--- src/rtl/input_pkg.sv ---
// rtl/input_pkg.sv - shared button indices, direction codes and default timing for the player input hub
package input_pkg;

    // Button positions within one player's group
    localparam int BTN_UP       = 0;
    localparam int BTN_DOWN     = 1;
    localparam int BTN_LEFT     = 2;
    localparam int BTN_RIGHT    = 3;
    localparam int BTN_FIRE     = 4;
    localparam int NUM_DIR_BTNS = 4;

    // Default timing at 25 MHz: 10 ms debounce, 500 ms first repeat, 100 ms repeat period
    localparam int DEF_DB_CYCLES  = 250000;
    localparam int DEF_RPT_DELAY  = 12500000;
    localparam int DEF_RPT_PERIOD = 2500000;

    typedef enum logic [2:0] {
        DIR_UP    = 3'd0,
        DIR_DOWN  = 3'd1,
        DIR_LEFT  = 3'd2,
        DIR_RIGHT = 3'd3,
        DIR_NONE  = 3'd4
    } dir_e;

    // Lowest-index direction set in a mask, NONE when the mask is empty
    function automatic dir_e lowest_dir(input logic [3:0] mask);
        if (mask[0]) return DIR_UP;
        if (mask[1]) return DIR_DOWN;
        if (mask[2]) return DIR_LEFT;
        if (mask[3]) return DIR_RIGHT;
        return DIR_NONE;
    endfunction

endpackage

--- src/rtl/btn_debounce.sv ---
// rtl/btn_debounce.sv - per-button synchronizer, debounce counter and auto-repeat pulse generator
module btn_debounce #(
    parameter int DB_CYCLES  = 250000,
    parameter int RPT_DELAY  = 12500000,
    parameter int RPT_PERIOD = 2500000,
    parameter bit REPEAT_EN  = 1'b1
) (
    input  logic clk,
    input  logic rst,
    input  logic btn_i,
    output logic level_o,
    output logic press_o
);

    localparam int DW     = $clog2(DB_CYCLES + 1);
    localparam int RPT_MX = (RPT_DELAY > RPT_PERIOD) ? RPT_DELAY : RPT_PERIOD;
    localparam int RW     = $clog2(RPT_MX + 1);

    localparam logic [DW-1:0] DB_LAST    = DW'(DB_CYCLES - 1);
    localparam logic [RW-1:0] RPT_DLY_M1 = RW'(RPT_DELAY - 1);
    localparam logic [RW-1:0] RPT_PER_M1 = RW'(RPT_PERIOD - 1);

    logic          sync1_q, sync2_q;
    logic [DW-1:0] cnt_q, cnt_d;
    logic          level_q, level_d;
    logic [RW-1:0] rpt_q, rpt_d;
    logic          press_q, press_d;

    // Debounce: count consecutive synced samples that disagree with the level
    always_comb begin
        cnt_d   = '0;
        level_d = level_q;
        if (sync2_q != level_q) begin
            if (cnt_q == DB_LAST) begin
                level_d = ~level_q;
            end else begin
                cnt_d = cnt_q + 1'b1;
            end
        end
    end

    // Press pulse on the rising level, then count down to each auto-repeat while held
    always_comb begin
        press_d = 1'b0;
        rpt_d   = '0;
        if (level_d && !level_q) begin
            press_d = 1'b1;
            rpt_d   = RPT_DLY_M1;
        end else if (level_d && level_q && REPEAT_EN) begin
            if (rpt_q == '0) begin
                press_d = 1'b1;
                rpt_d   = RPT_PER_M1;
            end else begin
                rpt_d = rpt_q - 1'b1;
            end
        end
    end

    // State registers including the two-flop synchronizer
    always_ff @(posedge clk) begin
        if (rst) begin
            sync1_q <= 1'b0;
            sync2_q <= 1'b0;
            cnt_q   <= '0;
            level_q <= 1'b0;
            rpt_q   <= '0;
            press_q <= 1'b0;
        end else begin
            sync1_q <= btn_i;
            sync2_q <= sync1_q;
            cnt_q   <= cnt_d;
            level_q <= level_d;
            rpt_q   <= rpt_d;
            press_q <= press_d;
        end
    end

    assign level_o = level_q;
    assign press_o = press_q;

endmodule

--- src/rtl/player_input_hub.sv ---
// rtl/player_input_hub.sv - multi-player button hub: debounce, repeat, sticky presses and direction resolution
module player_input_hub #(
    parameter int NUM_PLAYERS = 2,
    parameter int NUM_BTNS    = 5,
    parameter int DB_CYCLES   = input_pkg::DEF_DB_CYCLES,
    parameter int RPT_DELAY   = input_pkg::DEF_RPT_DELAY,
    parameter int RPT_PERIOD  = input_pkg::DEF_RPT_PERIOD
) (
    input  logic                            clk,
    input  logic                            rst,
    input  logic [NUM_PLAYERS*NUM_BTNS-1:0] i_btn,
    input  logic                            i_frame,
    output logic [NUM_PLAYERS*NUM_BTNS-1:0] o_level,
    output logic [NUM_PLAYERS*NUM_BTNS-1:0] o_press,
    output logic [NUM_PLAYERS*NUM_BTNS-1:0] o_latched,
    output logic [NUM_PLAYERS*3-1:0]        o_dir,
    output logic [NUM_PLAYERS*NUM_BTNS-1:0] o_led
);

    import input_pkg::*;

    localparam int NB = NUM_PLAYERS * NUM_BTNS;

    logic [NB-1:0] level, press;
    logic [NB-1:0] latched_q, latched_d;

    for (genvar g = 0; g < NB; g++) begin : g_btn
        btn_debounce #(
            .DB_CYCLES  (DB_CYCLES),
            .RPT_DELAY  (RPT_DELAY),
            .RPT_PERIOD (RPT_PERIOD),
            .REPEAT_EN  ((g % NUM_BTNS) != BTN_FIRE)
        ) u_btn (
            .clk     (clk),
            .rst     (rst),
            .btn_i   (i_btn[g]),
            .level_o (level[g]),
            .press_o (press[g])
        );
    end

    // Sticky press flags: a new press outranks a simultaneous frame clear
    always_comb begin
        latched_d = press | (latched_q & ~{NB{i_frame}});
    end

    // Latched flag register
    always_ff @(posedge clk) begin
        if (rst) begin
            latched_q <= '0;
        end else begin
            latched_q <= latched_d;
        end
    end

    for (genvar p = 0; p < NUM_PLAYERS; p++) begin : g_player
        logic [NUM_DIR_BTNS-1:0] held, rise, prev_q;
        logic [2:0]              dir_q, dir_d;

        assign held = level[p*NUM_BTNS +: NUM_DIR_BTNS];
        assign rise = held & ~prev_q;

        // Newest press wins (lowest index on ties); on release of the current one fall back to lowest held
        always_comb begin
            dir_d = dir_q;
            if (|rise) begin
                dir_d = lowest_dir(rise);
            end else if (dir_q != DIR_NONE && !held[dir_q[1:0]]) begin
                dir_d = lowest_dir(held);
            end
        end

        // Direction and previous-level registers
        always_ff @(posedge clk) begin
            if (rst) begin
                prev_q <= '0;
                dir_q  <= DIR_NONE;
            end else begin
                prev_q <= held;
                dir_q  <= dir_d;
            end
        end

        assign o_dir[p*3 +: 3] = dir_q;
    end

    assign o_level   = level;
    assign o_led     = level;
    assign o_press   = press;
    assign o_latched = latched_q;

endmodule

--- config.mk ---
export PLATFORM = sky130hd
export DESIGN_NAME = player_input_hub
export DESIGN_NICKNAME = d
export VERILOG_FILES = /design/src/rtl/input_pkg.sv /design/src/rtl/btn_debounce.sv /design/src/rtl/player_input_hub.sv
export SDC_FILE = /design/constraint.sdc
export NUM_CORES = 1
export LEC_CHECK = 0
export CAP_MARGIN = 20
export CORE_MARGIN = 10
export CORE_UTILIZATION = 40
export CTS_CLUSTER_SIZE = 24
export DETAILED_ROUTE_END_ITERATION = 7
export DONT_BUFFER_PORTS = 1
export PLACE_DENSITY = 0.63
export SLEW_MARGIN = 40
export SYNTH_ARGS = -nofsm -noshare
export SYNTH_HDL_FRONTEND = slang
export SYNTH_SLANG_ARGS = --single-unit
--- constraint.sdc ---
create_clock -name clk -period 3 [get_ports clk]
set_input_delay 0.6 -clock clk [delete_from_list [all_inputs] [get_ports clk]]
set_output_delay 0.6 -clock clk [all_outputs]
set_load 0.01 [all_outputs]
* Word-level counts from Yosys, hierarchy flattened
Cells that the tools add are included.
** Word-level totals
- Register bits after elaboration :: 436
- Latch bits :: 0
- Memory bits (writable) :: 0
- Bits in read-only memories :: 0
- Bits of input ports :: 13
- Output and inout port bits :: 46
- Word-level logic and storage cells :: 400
- Memories :: 0
** Cells by class
- Add/sub/neg operators :: 18
- $mul :: 0
- Div/mod/pow operators :: 0
- Order comparisons :: 2
- Equality and inequality tests :: 22
- Shift operators :: 0
- Multiplexer cells :: 174
- Bitwise operators :: 35
- Reductions and logical operators :: 70
** Operators with widths (number)
- 24-bit two-way mux :: 24
- 24-bit zero test :: 8
- 24-bit by 1-bit subtractor with 24-bit output (second input constant) :: 8
- 18-bit by 1-bit adder with 18-bit output (second input constant) :: 10
- 18-bit equality test (second input constant) :: 10
- 1-bit two-way mux :: 112
- 3-bit two-way mux :: 36
- 3-bit OR reduction :: 18
- 4-bit OR reduction :: 10
- 1-bit NOT :: 28
- 1-bit logical AND :: 20
- 1-bit zero test :: 12
- 10-bit AND :: 1
- 1-bit inequality test :: 10
- 10-bit NOT :: 1
- 10-bit OR :: 1
- 4-bit AND :: 2
- 4-bit NOT :: 2
- 2-bit by 3-bit less-than comparator with 1-bit output (second input constant) :: 2
- 3-bit inequality test (second input constant) :: 2
- 1-bit binary-select mux with 2-bit select :: 2
- 2-bit nonzero test :: 2

* Depth between registers and ports, before layout
- Depth in word-level cells :: 24
- Mapped depth :: 9
- Gate-level depth less buffers :: 8

* Hierarchy
From an unflattened synthesis, not the netlist that was laid out.
** Second synthesis, totals
- Cells, all modules :: 2138
- Area total of the unflattened synthesis :: 19920.4 um^2
** By module, submodules not included
- btn_debounce at g_btn[0].u_btn ... :: instances 6, cells an instance 223, area an instance 2113.3 um^2, seq. area each 920.9 um^2
- btn_debounce at g_btn[8].u_btn :: instances 1, cells an instance 227, area an instance 2124.5 um^2, seq. area each 920.9 um^2
- btn_debounce at g_btn[1].u_btn :: instances 1, cells an instance 226, area an instance 2058.2 um^2, seq. area each 920.9 um^2
- player_input_hub :: instances 1, cells an instance 134, area an instance 1109.8 um^2, seq. area each 480.5 um^2
- btn_debounce at g_btn[9].u_btn :: instances 1, cells an instance 108, area an instance 991.0 um^2, seq. area each 440.4 um^2
- btn_debounce at g_btn[4].u_btn :: instances 1, cells an instance 105, area an instance 957.2 um^2, seq. area each 440.4 um^2

* Worst setup path after synthesis
OpenSTA, ideal clock, no wires.
- Path type :: flip-flop to flip-flop
- From :: register g_btn[1].u_btn.rpt_q[16]
- To :: register g_btn[1].u_btn.rpt_q[11]
- Setup time :: 0.127 ns
- Arrival time :: 2.196 ns
- Required time :: 2.873 ns
- Path slack :: 0.677 ns
- Stages on the path, launching flop included :: 8
- Clock period less this slack :: 2.323 ns
- Cell sequence :: dfxtp_1 or4_1 or2_1 or3_1 or3_4 or2b_1 buf_4 o21ai_0
** Between the ends
- Cells in the longest elaborated chain, start to end :: 4
** RTL lines
- start: declaration :: line btn_debounce.sv:26 : logic [RW-1:0] rpt_q, rpt_d;
- start signal: assignment :: line btn_debounce.sv:73 : rpt_q <= rpt_d;
- 24-bit zero test :: line btn_debounce.sv:50 : if (rpt_q == '0) begin
- 24-bit two-way mux :: line btn_debounce.sv:50
- 24-bit two-way mux :: line btn_debounce.sv:49 : end else if (level_d && level_q && REPEAT_EN) begin
- 24-bit two-way mux :: line btn_debounce.sv:46 : if (level_d && !level_q) begin
Every way passes these cells.
A chain may end at the register's enable or synchronous reset.

* Worst setup path after layout
- From :: register g_btn[3].u_btn.rpt_q[4]
- To :: register g_btn[3].u_btn.rpt_q[23]
** Between the ends
- Cells in the longest elaborated chain, start to end :: 4
- Elaborated cells on any way between the ends :: 5
- Classes of those cells :: add/sub: 1; mux: 3; reduce/logical: 1
** RTL lines (line)
- start: declaration :: btn_debounce.sv:26
- start signal: assignment :: btn_debounce.sv:73
- 24-bit by 1-bit subtractor with 24-bit output / 24-bit zero test (equally long branches) :: btn_debounce.sv:54, btn_debounce.sv:50
- 24-bit two-way mux (*) :: btn_debounce.sv:50
- 24-bit two-way mux (*) :: btn_debounce.sv:49
- 24-bit two-way mux (*) :: btn_debounce.sv:46
Every way passes the cells marked *; elsewhere a longest branch is shown, timed or not.

==> metrics <==
post_cts resized 0; root buffer cell clkbuf_16; antenna cells 0; fill count 4,439; drt initial violations between 600 and 700; Yosys cell types 60; relative slew slack 52.55%; outcome finished clean; GRT Residual Overflow 0; CP Launch Type flop; Leak 8.352 nW; Area Overhead vs Synth 10.91%; area leader, netlist dfxtp_1; Internal Power between 9 and 10 mW; detailed-router iteration count before antenna repair 5; WS Path Type flop to flop; Floorplan Core Area 46,560 um2; Synth area leaders dfxtp_1 46%, xnor2_1 8.6%, nor2_1 7.5%; syn_area_per_cell between 8 and 9 um2; Post-synth ARST share 0%; share of cells above drive strength 1 5.806%; die width 236.9 um; placed cells 2,672; Via density 5.051; clock share of power 50.9%; commonest cells in the synthesized netlist 436 x dfxtp_1, 378 x nor2_1, 185 x xnor2_1, 135 x xor2_1, 125 x nand2_1; Critical Path Max Stage Delay 570 ps; TritonCTS clock tree built; Setup-failing EPs final 0; worst setup margin 309.4 ps; yosys warns 0; GRT Resource Usage Total 12.94%; RSZ-0062 raised after global routing false; Rows 79; Net Count, Synth about 2,200; Psw 2.433 mW; Die ar. 56,100 um2; sequential area share after synthesis 46.40%; final wirelength approximately 37,000 um; peak supply drop 0.3916 mV; die height between 200 and 250 um; Critical Path AT 3110 ps; power density over the cells 576.7 nW/um2; critical path cell sequence or4_1 > nor3_1 > nor3b_2 > nand4b_1 > o211ai_1 > o21ai_0; post-DP HPWL 24,880 um; cells after synthesis 2,143; Num CTS Buffers 50; initial antenna violation count 0; Critical Path Fanout Max 8; switching part of the total power 20.22%; flops & latches, synth 436; first-pass GRT wire length 63,610 um; vias in the first global route 13,730; routed via count 13,940; Max clock buf depth 3; final number of hold-violating endpoints 0; dpl ws 356.4 ps; MaxCap Viol Count 0; routability cong. 0.7943; setup TNS 0 ps; Clock Latency Late Sink 580 ps; DRC violations left 0; Avg WL per Cell 13.36 um; HP Class primary input to flop; Slowest-stage cell, CP or4_1; CP endpoint kind flop; num ports 59; largest net degree at the start of global routing 73; minimum clock period 2691 ps; # port buffers 0; top cell type's share of synthesized area 46.40%; Reg power frac 48.5%; CP required 3420 ps; Reg clk slew, reported paths 60 ps; commonest register cell after synthesis dfxtp_1; worst-margin pin slew ~710 ps; ANT nets after route 0; Starting Density 40.40%; cts-stage hold buffer count 0; Post-CTS Setup Bufs 0; Final #Nets roughly 2,200; Fmax achieved 371.7 MHz; Clock Skews 11.36 ps; final non-filler cell total about 2,800; max-slew violations 0; Sinks on Clock Net 436; H-tree Lvls 2; Syn Std Cell Area 18,810 um2; number of flops mapped to enable cells by yosys 0; Gate power share 0.6%; final worst path period share 89.69%; count leader, synth dfxtp_1
-- worst paths after layout --
| kind | from | cells after the start | to | slack, ps |
|---|---|---|---|---|
| max reg2reg | g_btn[3].u_btn.rpt_q[4]$_SDFF_PP0_ | 6 | g_btn[3].u_btn.rpt_q[23]$_SDFF_PP0_ | 310 |
| min reg2reg | g_btn[4].u_btn.sync1_q$_SDFF_PP0_ | 1 | g_btn[4].u_btn.sync2_q$_SDFF_PP0_ | 430 |
| max | g_btn[3].u_btn.rpt_q[4]$_SDFF_PP0_ | 6 | g_btn[3].u_btn.rpt_q[23]$_SDFF_PP0_ | 310 |
| min | rst | 1 | o_latched[1]$_SDFF_PP0_ | 110 |
-- layout make-up --
class / instances / area (um2) / area share (%)
Clock buffer: 73 / 1481 / 7.101
Clock inverter: 15 / 190.2 / 0.9116
Inverter: 55 / 206.4 / 0.9896
Multi-Input combinational cell: 1559 / 9384 / 44.98
Sequential cell: 436 / 8728 / 41.84
Tap cell: 607 / 759.5 / 3.640
Timing Repair Buffer: 15 / 112.6 / 0.5398
-- through the flow --
stage	hold slack, ps	power, mW	util (%)	area [um2]
after global routing	83.02	12.46	44.81	20860
after detailed placement	423.1	6.035	41.22	19190
final	105.7	12.03	44.81	20860
after global placement	424.4	6.032	41.21	19180
after CTS	66.57	12.23	44.81	20860
after floorplan	413.2	6.026	-	18810
-- sequential cells by signal, summed over array words and instances (netlist names) --
| register | flops |
|---|---|
| g_btn.u_btn.rpt_q | 192 |
| g_btn.u_btn.cnt_q | 180 |
| g_btn.u_btn.level_o | 10 |
| g_btn.u_btn.press_o | 10 |
| g_btn.u_btn.sync1_q | 10 |
| g_btn.u_btn.sync2_q | 10 |
| o_latched | 10 |
| g_player.prev_q | 8 |
| g_player.dir_q | 6 |
-- power by group through the flow --
stage          Combinational (mW)  Clock [mW]  Sequential [mW]
5_1_grt                    0.0847        6.55             5.83
6_report                   0.0731        6.13             5.83
2_1_floorplan              0.0731           0             5.95
3_3_place_gp               0.0734           0             5.96
3_5_place_dp               0.0752           0             5.96
4_1_cts                    0.0756        6.32             5.83
-- cells in the final DEF, fill, tap and decap left out, types with 11 or more instances in the layout --
cell type  synthesis  layout
clkbuf_1          53      12
nor4_1            52      52
nand4_1           30      30
nor3_1            69      69
o21ai_0           62      62
and3_1            34      34
xor2_1           135     135
clkbuf_16          0      53
dfxtp_1          436     436
inv_1             54      54
nand2_1          125     125
ha_1              26      26
or4_1             18      18
nor2_1           378     378
nor2b_1           36      36
buf_4             32      15
nand3_1           93      93
a21oi_1          116     116
and4_1            11      11
nor4b_1           16      16
mux2i_1           14      14
or3_1             28      28
xnor2_1          185     185
or2_2             15      15
nand2b_1          18      18
-- critical path, delay by kind of cell, from the launching register on --
kind | cells | cell delay (ps)
simple gates | 4 | 1640
flops | 1 | 320
compound gates | 2 | 560
-- cells by family (layout without fill, tap and decap cells) --
family | Yosys count | count (layout) | share of synthesized area [%]
AO/OA/AOI/OAI | 221 | 221 | 6.465
XOR/XNOR | 320 | 320 | 14.90
adder cells (fa/ha/maj) | 26 | 26 | 1.729
buffers and inverters | 148 | 158 | 3.745
flip-flops | 436 | 436 | 46.40
multiplexers | 16 | 16 | 0.9844
AND/OR/NAND/NOR | 976 | 976 | 25.77
-- per-layer routing --
layer  track usage (%)  share of wire (%)  vias up
li1                  -                  -     7185
met1             16.25                 48     6549
met2             21.69                 46      147
met3             2.906                3.8       59
met4             3.822                2.1        0
met5                 0                  0        -
Power figures use the tool's default switching activity.
